`src/rtl/garip_sifreleme.sv`:
```
// Serial word scrambler: captures a word, applies one of eight reversible transforms, then shifts it out LSB first.
// Optional macro GARIP_SIFRELEME_PARITY_EN appends an even-parity bit after the last data bit.
module garip_sifreleme #(
    parameter int BIT = 4
) (
    input  logic           saat,
    input  logic           reset,
    input  logic           basla,
    input  logic           mod,
    input  logic [BIT-1:0] veri,
    input  logic [2:0]     secim,
    output logic           bit_cikisi,
    output logic           gecerli
);

    if (BIT < 2 || BIT > 32 || (BIT % 2) != 0) begin : g_bit_hata
        $error("garip_sifreleme: BIT must be an even value in 2..32");
    end

`ifdef GARIP_SIFRELEME_PARITY_EN
    localparam int GONDER_CYC = BIT + 1;
`else
    localparam int GONDER_CYC = BIT;
`endif

    localparam int             CW    = $clog2(BIT + 2);
    localparam logic [CW-1:0]  SON   = CW'(GONDER_CYC - 1);
    localparam int             YARIM = BIT / 2;
    localparam logic [BIT-1:0] DESEN = {(BIT / 2){2'b01}};

    typedef enum logic [1:0] {
        IDLE    = 2'd0,
        HESAPLA = 2'd1,
        GONDER  = 2'd2
    } durum_t;

    durum_t           r_durum;
    durum_t           w_sonraki;

    logic [BIT-1:0]   r_veri;
    logic             r_mod;
    logic [2:0]       r_secim;
    logic [BIT-1:0]   r_kaydir;
    logic [CW-1:0]    r_sayac;
    logic             r_gecerli;
    logic             r_bit;
`ifdef GARIP_SIFRELEME_PARITY_EN
    logic             r_parite;
`endif

    logic [2*BIT-1:0] w_cift;
    logic [BIT-1:0]   w_ters;
    logic [BIT-1:0]   w_gray_bin;
    logic [BIT-1:0]   w_sonuc;

    // ------------------------------------------------------------------
    // State register and next-state logic
    // ------------------------------------------------------------------
    // NOTE: sequential state uses non-blocking assignments so every register samples pre-edge values.
    always_ff @(posedge saat or negedge reset) begin
        if (!reset) begin
            r_durum <= IDLE;
        end else begin
            r_durum <= w_sonraki;
        end
    end

    // NOTE: each always_comb output gets a default first so no latch can be inferred.
    always_comb begin
        w_sonraki = r_durum;
        unique case (r_durum)
            IDLE:    if (basla) w_sonraki = HESAPLA;
            HESAPLA: w_sonraki = GONDER;
            GONDER:  if (r_sayac == SON) w_sonraki = IDLE;
            default: w_sonraki = IDLE;
        endcase
    end

    // ------------------------------------------------------------------
    // Transform datapath, evaluated on the captured word
    // ------------------------------------------------------------------
    assign w_cift = {r_veri, r_veri};

    always_comb begin
        logic acc;
        w_ters     = '0;
        w_gray_bin = '0;
        acc        = 1'b0;
        for (int i = 0; i < BIT; i++) begin
            w_ters[i] = r_veri[BIT-1-i];
        end
        // Gray-to-binary: each binary bit is the XOR of all Gray bits at or above it.
        for (int i = BIT - 1; i >= 0; i--) begin
            acc           = acc ^ r_veri[i];
            w_gray_bin[i] = acc;
        end
    end

    always_comb begin
        w_sonuc = r_veri;
        unique case (r_secim)
            3'd0: w_sonuc = r_veri;
            3'd1: w_sonuc = w_ters;
            3'd2: w_sonuc = r_mod ? w_cift[2*BIT-2 -: BIT] : w_cift[1 +: BIT];
            3'd3: w_sonuc = r_mod ? w_cift[2*BIT-1-YARIM -: BIT] : w_cift[YARIM +: BIT];
            3'd4: w_sonuc = r_veri ^ DESEN;
            3'd5: w_sonuc = r_mod ? (r_veri ^ (r_veri >> 1)) : w_gray_bin;
            3'd6: w_sonuc = r_mod ? (r_veri + BIT'(3)) : (r_veri - BIT'(3));
            3'd7: w_sonuc = ~r_veri;
            default: w_sonuc = r_veri;
        endcase
    end

    // ------------------------------------------------------------------
    // Capture, shift-out and registered serial outputs
    // ------------------------------------------------------------------
    // NOTE: capture and shift registers are reset too, so an aborted result can never reappear.
    always_ff @(posedge saat or negedge reset) begin
        if (!reset) begin
            r_veri    <= '0;
            r_mod     <= 1'b0;
            r_secim   <= '0;
            r_kaydir  <= '0;
            r_sayac   <= '0;
            r_gecerli <= 1'b0;
            r_bit     <= 1'b0;
`ifdef GARIP_SIFRELEME_PARITY_EN
            r_parite  <= 1'b0;
`endif
        end else begin
            r_gecerli <= 1'b0;
            r_bit     <= 1'b0;
            unique case (r_durum)
                IDLE: begin
                    if (basla) begin
                        r_veri  <= veri;
                        r_mod   <= mod;
                        r_secim <= secim;
                    end
                end
                HESAPLA: begin
                    r_kaydir <= w_sonuc;
                    r_sayac  <= '0;
`ifdef GARIP_SIFRELEME_PARITY_EN
                    r_parite <= ^w_sonuc;
`endif
                end
                GONDER: begin
                    // Outputs are registered, so each bit appears one edge after its GONDER cycle.
                    r_gecerli <= 1'b1;
`ifdef GARIP_SIFRELEME_PARITY_EN
                    r_bit     <= (r_sayac == CW'(BIT)) ? r_parite : r_kaydir[0];
`else
                    r_bit     <= r_kaydir[0];
`endif
                    r_kaydir  <= r_kaydir >> 1;
                    r_sayac   <= r_sayac + CW'(1);
                end
                default: ;
            endcase
        end
    end

    assign gecerli    = r_gecerli;
    assign bit_cikisi = r_bit;

endmodule

```
`config.mk`:
```
export PLATFORM = sky130hd
export DESIGN_NAME = garip_sifreleme
export DESIGN_NICKNAME = d
export VERILOG_FILES = /design/src/rtl/garip_sifreleme.sv
export SDC_FILE = /design/constraint.sdc
export NUM_CORES = 1
export LEC_CHECK = 0
export ABC_CLOCK_PERIOD_IN_PS = 2300
export CORE_ASPECT_RATIO = 0.7
export CORE_UTILIZATION = 51
export DETAILED_ROUTE_END_ITERATION = 8
export PLACE_DENSITY = 0.72
export SLEW_MARGIN = 20
export SYNTH_ARGS = -nofsm -noshare
export SYNTH_HDL_FRONTEND = slang
export SYNTH_SLANG_ARGS = --single-unit
```
`constraint.sdc`:
```
create_clock -name saat -period 2.3 [get_ports saat]
set_clock_uncertainty 0.15 [all_clocks]
set_input_delay 0.345 -clock saat [delete_from_list [all_inputs] [get_ports saat]]
set_output_delay 0.345 -clock saat [all_outputs]
set_load 0.1 [all_outputs]
```
==> results of run 1 <==
## state kept, by name, summed over array words and instances, names as in the netlist
register and count:
r_kaydir 4, r_veri 4, r_sayac 3, r_secim 3, r_durum 2, bit_cikisi 1, gecerli 1, r_mod 1
## placed cells by master, fill, tap and decap left out, types with 2 or more instances in the layout
| master | count |
|---|---|
| dfrtp_1 | 19 |
| inv_1 | 11 |
| mux2_2 | 11 |
| o21ai_0 | 10 |
| clkdlybuf4s50_1 | 10 |
| nand2_1 | 8 |
| ha_1 | 8 |
| buf_4 | 7 |
| nand3_1 | 4 |
| a21oi_1 | 4 |
| xnor2_1 | 4 |
| mux2i_1 | 3 |
| nor2b_1 | 3 |
| nand3b_1 | 3 |
| a31oi_1 | 3 |
| a32oi_1 | 3 |
| clkbuf_8 | 3 |
| o211ai_1 | 2 |
| o31ai_1 | 2 |
| nor2_1 | 2 |
| nor4_1 | 2 |
## cell usage after synthesis (3+ instances only)
library cell,instances,area share
a21oi_1,4,0.015
a31oi_1,3,0.014
a32oi_1,3,0.019
buf_2,4,0.015
buf_6,3,0.025
dfrtp_1,19,0.35
ha_1,8,0.073
inv_1,11,0.030
mux2_2,11,0.090
mux2i_1,3,0.022
nand2_1,8,0.022
nand3_1,4,0.015
nand3b_1,3,0.016
nor2b_1,3,0.014
o21ai_0,10,0.037
xnor2_1,4,0.026
## routing by layer
| metal | global-route usage | up-vias |
|---|---|---|
| li1 | - | 496 |
| met1 | 0.275 | 476 |
| met2 | 0.326 | 35 |
| met3 | 0.0480 | 2 |
| met4 | 0.0455 | 0 |
| met5 | 0 | - |
## cell type report
cell class	instances	area, um^2
tap	34	42.5
multi-input combinational	94	773
sequential	19	475
clock buffer	3	41.3
fill	210	965
clock inverter	1	5.00
timing repair buffer	17	153
inverter	11	41.3
## worst max-delay path by stage
stage	from	endpoint	slack (ns)	cells after the start
floorplan	r_veri[0]$_DFFE_PN0P_	r_kaydir[1]$_DFFE_PN0P_	0.56	5
global placement	r_mod$_DFFE_PN0P_	r_kaydir[3]$_DFFE_PN0P_	0.45	6
detailed placement	r_mod$_DFFE_PN0P_	r_kaydir[1]$_DFFE_PN0P_	0.38	5
CTS	r_mod$_DFFE_PN0P_	r_kaydir[1]$_DFFE_PN0P_	0.36	5
global route	r_mod$_DFFE_PN0P_	r_kaydir[1]$_DFFE_PN0P_	0.17	5
finish	r_mod$_DFFE_PN0P_	r_kaydir[1]$_DFFE_PN0P_	0.37	5
## where the power goes
group	internal [mW]	switching [mW]	total, mW
clock network	0.120	0.109	0.229
logic	0.706	0.750	1.46
registers	0.483	0.272	0.754
total	1.31	1.13	2.44
## stage by stage
step	area, um^2	total power [mW]	setup WS [ns]
after global routing	1530	2.64	0.170
after floorplan	1370	1.96	0.562
after CTS	1530	2.44	0.359
after global placement	1490	2.16	0.451
after detailed placement	1490	2.21	0.375
final	1530	2.44	0.374
## logic make-up after synthesis
logic type               count (synthesis)  share of synthesized area
AO/OA/AOI/OAI                           33                      0.160
XOR/XNOR                                 7                     0.0722
adder cells (fa/ha/maj)                  9                     0.0878
buffers and inverters                   23                     0.0878
flip-flops                              19                      0.347
multiplexers                            14                      0.112
AND/OR/NAND/NOR                         31                      0.133
==> results.md, run 1 <==
* Status: complete, no violations
* Cell Count, Final, Fillers Out at 179
* Antenna cells at 0
* Vias in the first global route at 962
* R2r startpoint: r_mod$_DFFE_PN0P_
* Clock sink count at 19
* Placed instance count at 175
* Final wirelength at 2570 um
* Nets at 166
* Initial Utilization at 0.548
* Die Span X at 63.9 um
* Routability cong. at 0.923
* Crit path DAT at 1.90 ns
* Clock buffer count from CTS at 3
* Grt ovf at 0
* Post-Syn Area at 0.00137 mm^2
* TritonCTS clock tree: yes
* Worst R2R End: r_kaydir[1]$_DFFE_PN0P_
* Layout cells sized above 1 at 0.186
* Iter 0 DRT Violations at 47
* Reg clk slew, reported paths at 0.07 ns
* Uppermost layer routed: met4
* Relative slew slack at 0.625
* Sequential area share after synthesis at 0.347
* R2R setup slack at 0.37 ns
* Crit path time final at 1.93 ns
* Mapped Cells at 136
* Die area at 0.00290 mm^2
* IO Pins at 13
* DR vias/cell at 5.64
* Min-Delay Path Class: input pin to asynchronous set/reset pin
* Syn Nets at 156
* Placement Rows at 15
* Final hold vios at 0
* Power Density at 1590 mW/mm^2
* Peak VDD IR at 0.957 mV
* Fmax at 519 MHz
* WL met2 at 1150 um
* Max Cap Viol at 0
* Post-route ant nets at 0
* EDFF count, synth at 0
* Die height at 45.3 um
* Postcts setup bufs at 0
* Worst-path cell chain: fa_1, nand2_1, o21ai_0, a2111oi_0, a31oi_1
* Tcrit/Tclk final at 0.837
* Tightest Pin Transition at 0.563 ns
* Clk buf depth at 2
* Ys Warns at 0
* CP bufs+invs at 0
* Slew Viols, Final at 0
* Total GRT Usage at 0.200
* Layout overhead on the synthesized area at 11.9%
* Dpl hpwl at 1900 um
* Startpoint types: register
* Primary FF master, synth: dfrtp_1
* Slowest CP cell: dfrtp_1
* Cts hold-fix bufs at 0
* Sum of negative setup slack at 0 ns
* Utilization after layout at 0.614
* Metal-1 WL at 1240 um
* Unrepaired setup endpoints after global routing: no
* Largest net degree at the start of global routing at 20
* Critical path's top delay family: compound AO/OA/AOI/OAI gates
* Unique masters post-synth at 45
* Worst R2R Path Depth at 5
* Critical Path End Type: register
* First-pass GRT wire length at 4370 um
* I/O Buffers at 12
* Wire per inst at 14.3 um
* CP Max Fanout at 7
* Worst path max stage delay at 0.48 ns
* Root Driver: clkbuf_8
* Asr flop ratio synth at 1.00
* Crit path kind: register to register
* Mean Syn Cell Area at 10.1 um^2
* H-tree depth at 1
* Via count at 1009
* CP required at 2.28 ns
* # DRC at 0
* Yosys reg bits at 19
* Initial antenna violation count at 0
* Core area at 0.00250 mm^2
* Clock Latency Late Sink at 0.25 ns
* Final hold slack at 0.269 ns
* Leak at 0.651 nW
* Count of final setup violators at 0
* TritonRoute pass-1 iters at 4
* Post-cts sizing count at 0
* Routed met3 length at 161 um
(Power assumes the default switching activity.)
==> run 2: changes to the inputs <==
--- a/config.mk
+++ b/config.mk
@@ -5,7 +5,7 @@
 export SDC_FILE = /design/constraint.sdc
 export NUM_CORES = 1
 export LEC_CHECK = 0
-export ABC_CLOCK_PERIOD_IN_PS = 2300
+export ABC_CLOCK_PERIOD_IN_PS = 1900
 export CORE_ASPECT_RATIO = 0.7
 export CORE_UTILIZATION = 51
 export DETAILED_ROUTE_END_ITERATION = 8
==> constraint.sdc (replaced) <==
create_clock -name saat -period 1.9 [get_ports saat]
set_clock_uncertainty 0.15 [all_clocks]
set_input_delay 0.285 -clock saat [delete_from_list [all_inputs] [get_ports saat]]
set_output_delay 0.285 -clock saat [all_outputs]
set_load 0.1 [all_outputs]
==> results.md, run 2 (synthesis results as in run 1) <==
* Clk buf depth at 2
* Crit path DAT at 1.87 ns
* Relative slew slack at 0.644
* Reg clk slew, reported paths at 0.07 ns
* First-pass GRT wire length at 4770 um
* Power Density at 1970 mW/mm^2
* Tightest Pin Transition at 0.533 ns
* CP Max Fanout at 6
* Startpoint types: register
* Count of final setup violators at 0
* Slew Viols, Final at 0
* Core area at 0.00250 mm^2
* Switching part of the total at 0.457
* Min-Delay Path Class: input pin to asynchronous set/reset pin
* Total Power at 3.17 mW
* CP required at 1.91 ns
* Leading cell types in the layout, fill and taps excluded: 17 x dfrtp_1, 11 x inv_1, 11 x mux2_2, 11 x buf_4
* Top Registers: r_kaydir (4), r_veri (4)
* # DRC at 0
* Dpl hpwl at 2130 um
* Cts hold-fix bufs at 0
* Internal power component at 1.72 mW
* Antenna cells at 0
* Cell Count, Final, Fillers Out at 185
* Placement Rows at 15
* Postcts setup bufs at 0
* Largest net degree at the start of global routing at 20
* Wire per inst at 15.3 um
* Comb power frac at 0.642
* Total GRT Usage at 0.223
* Final hold slack at 0.214 ns
* Placed instance count at 181
* Post-route ant nets at 0
* Critical Path End Type: register
* TritonRoute pass-1 iters at 5
* Clock buffer count from CTS at 3
* Nets at 172
* Iter 0 DRT Violations at 80
* H-tree depth at 1
* Vias in the first global route at 991
* Die area at 0.00290 mm^2
* Layout cells sized above 1 at 0.232
* Initial Utilization at 0.548
* Die Span X at 63.9 um
* P_sw at 1.45 mW
* Final wirelength at 2830 um
* DR vias/cell at 5.75
* Status: complete, no violations
* Fmax at 538 MHz
* Initial antenna violation count at 0
* Die height at 45.3 um
* Peak VDD IR at 1.18 mV
* Crit path kind: register to register
* Part of the power in registers at 0.271
* TritonCTS clock tree: yes
* Unrepaired setup endpoints after global routing: yes
* Crit path time final at 1.86 ns
* Clk pwr share at 0.087
* IO Pins at 13
* Routability cong. at 0.860
* I/O Buffers at 12
* Grt ovf at 0
* Via count at 1064
* Final hold vios at 0
* Clock sink count at 19
* Sum of negative setup slack at 0 ns
* Max Cap Viol at 0
* Root Driver: clkbuf_8
* Tcrit/Tclk final at 0.979
* Layout overhead on the synthesized area at 17.6%
* Commonest non-fill, non-tap cell in the layout: dfrtp_1
* Leak at 0.684 nW
* Clock Latency Late Sink at 0.25 ns
[run 2: final cells by class]
type,instances,area (um^2)
fill,214,887
clock buffer,4,45.0
inverter,11,41.3
tap,34,42.5
multi-input combinational,94,779
sequential,19,478
timing repair buffer,23,223
[run 2: what timing repair did]
| action | 4_1_cts | 5_1_grt |
|---|---|---|
| pin swaps | 0 | 1 |
| cloned | 0 | 0 |
| gates resized for setup | 1 | 4 |
| setup endpoints to repair | 1 | 3 |
[run 2: worst paths after layout]
kind	start	to	slack, ns	cells past startpoint
max in group asynchronous	reset	r_mod$_DFFE_PN0P_	1.16	2
hold reg to reg	r_kaydir[0]$_DFFE_PN0P_	bit_cikisi$_DFF_PN0_	0.34	1
hold / removal	reset	r_sayac[0]$_DFFE_PN0P_	0.21	2
setup reg to reg	r_mod$_DFFE_PN0P_	r_kaydir[3]$_DFFE_PN0P_	0.04	6
min in group saat	r_kaydir[0]$_DFFE_PN0P_	bit_cikisi$_DFF_PN0_	0.34	1
setup / recovery	r_mod$_DFFE_PN0P_	r_kaydir[3]$_DFFE_PN0P_	0.04	6
[run 2: per-stage QoR]
step	setup WS, ns	area, um^2	util
after floorplan	0.162	1370	-
after global placement	0.0701	1560	0.623
after detailed placement	-0.00240	1560	0.623
after CTS	0.00137	1600	0.642
after global routing	-0.0206	1610	0.645
final	0.0398	1610	0.645
[run 2: power by group through the flow]
| stage | registers, mW | clock network, mW | logic, mW |
|---|---|---|---|
| 6_report | 0.858 | 0.276 | 2.04 |
| 5_1_grt | 0.886 | 0.296 | 2.23 |
| 4_1_cts | 0.849 | 0.281 | 2.00 |
| 3_5_place_dp | 0.856 | 0 | 1.98 |
| 3_3_place_gp | 0.836 | 0 | 1.90 |
| 2_1_floorplan | 0.782 | 0 | 1.59 |
[run 2: critical path, cell delays in order, from the launching register on]
cell and delay, ns:
dfrtp_2 0.44, ha_1 0.29, a21o_1 0.18, a21oi_1 0.20
xnor2_1 0.14, a32oi_1 0.11, o32ai_1 0.26
[run 2: layer usage]
layer	wire length [um]	track usage	share of wire	up-vias
met4	12	0.0455	0.0042	0
met3	121	0.0606	0.043	2
met2	1370	0.389	0.48	31
met1	1320	0.283	0.47	519
li1	-	-	-	512
met5	0	0	0	-
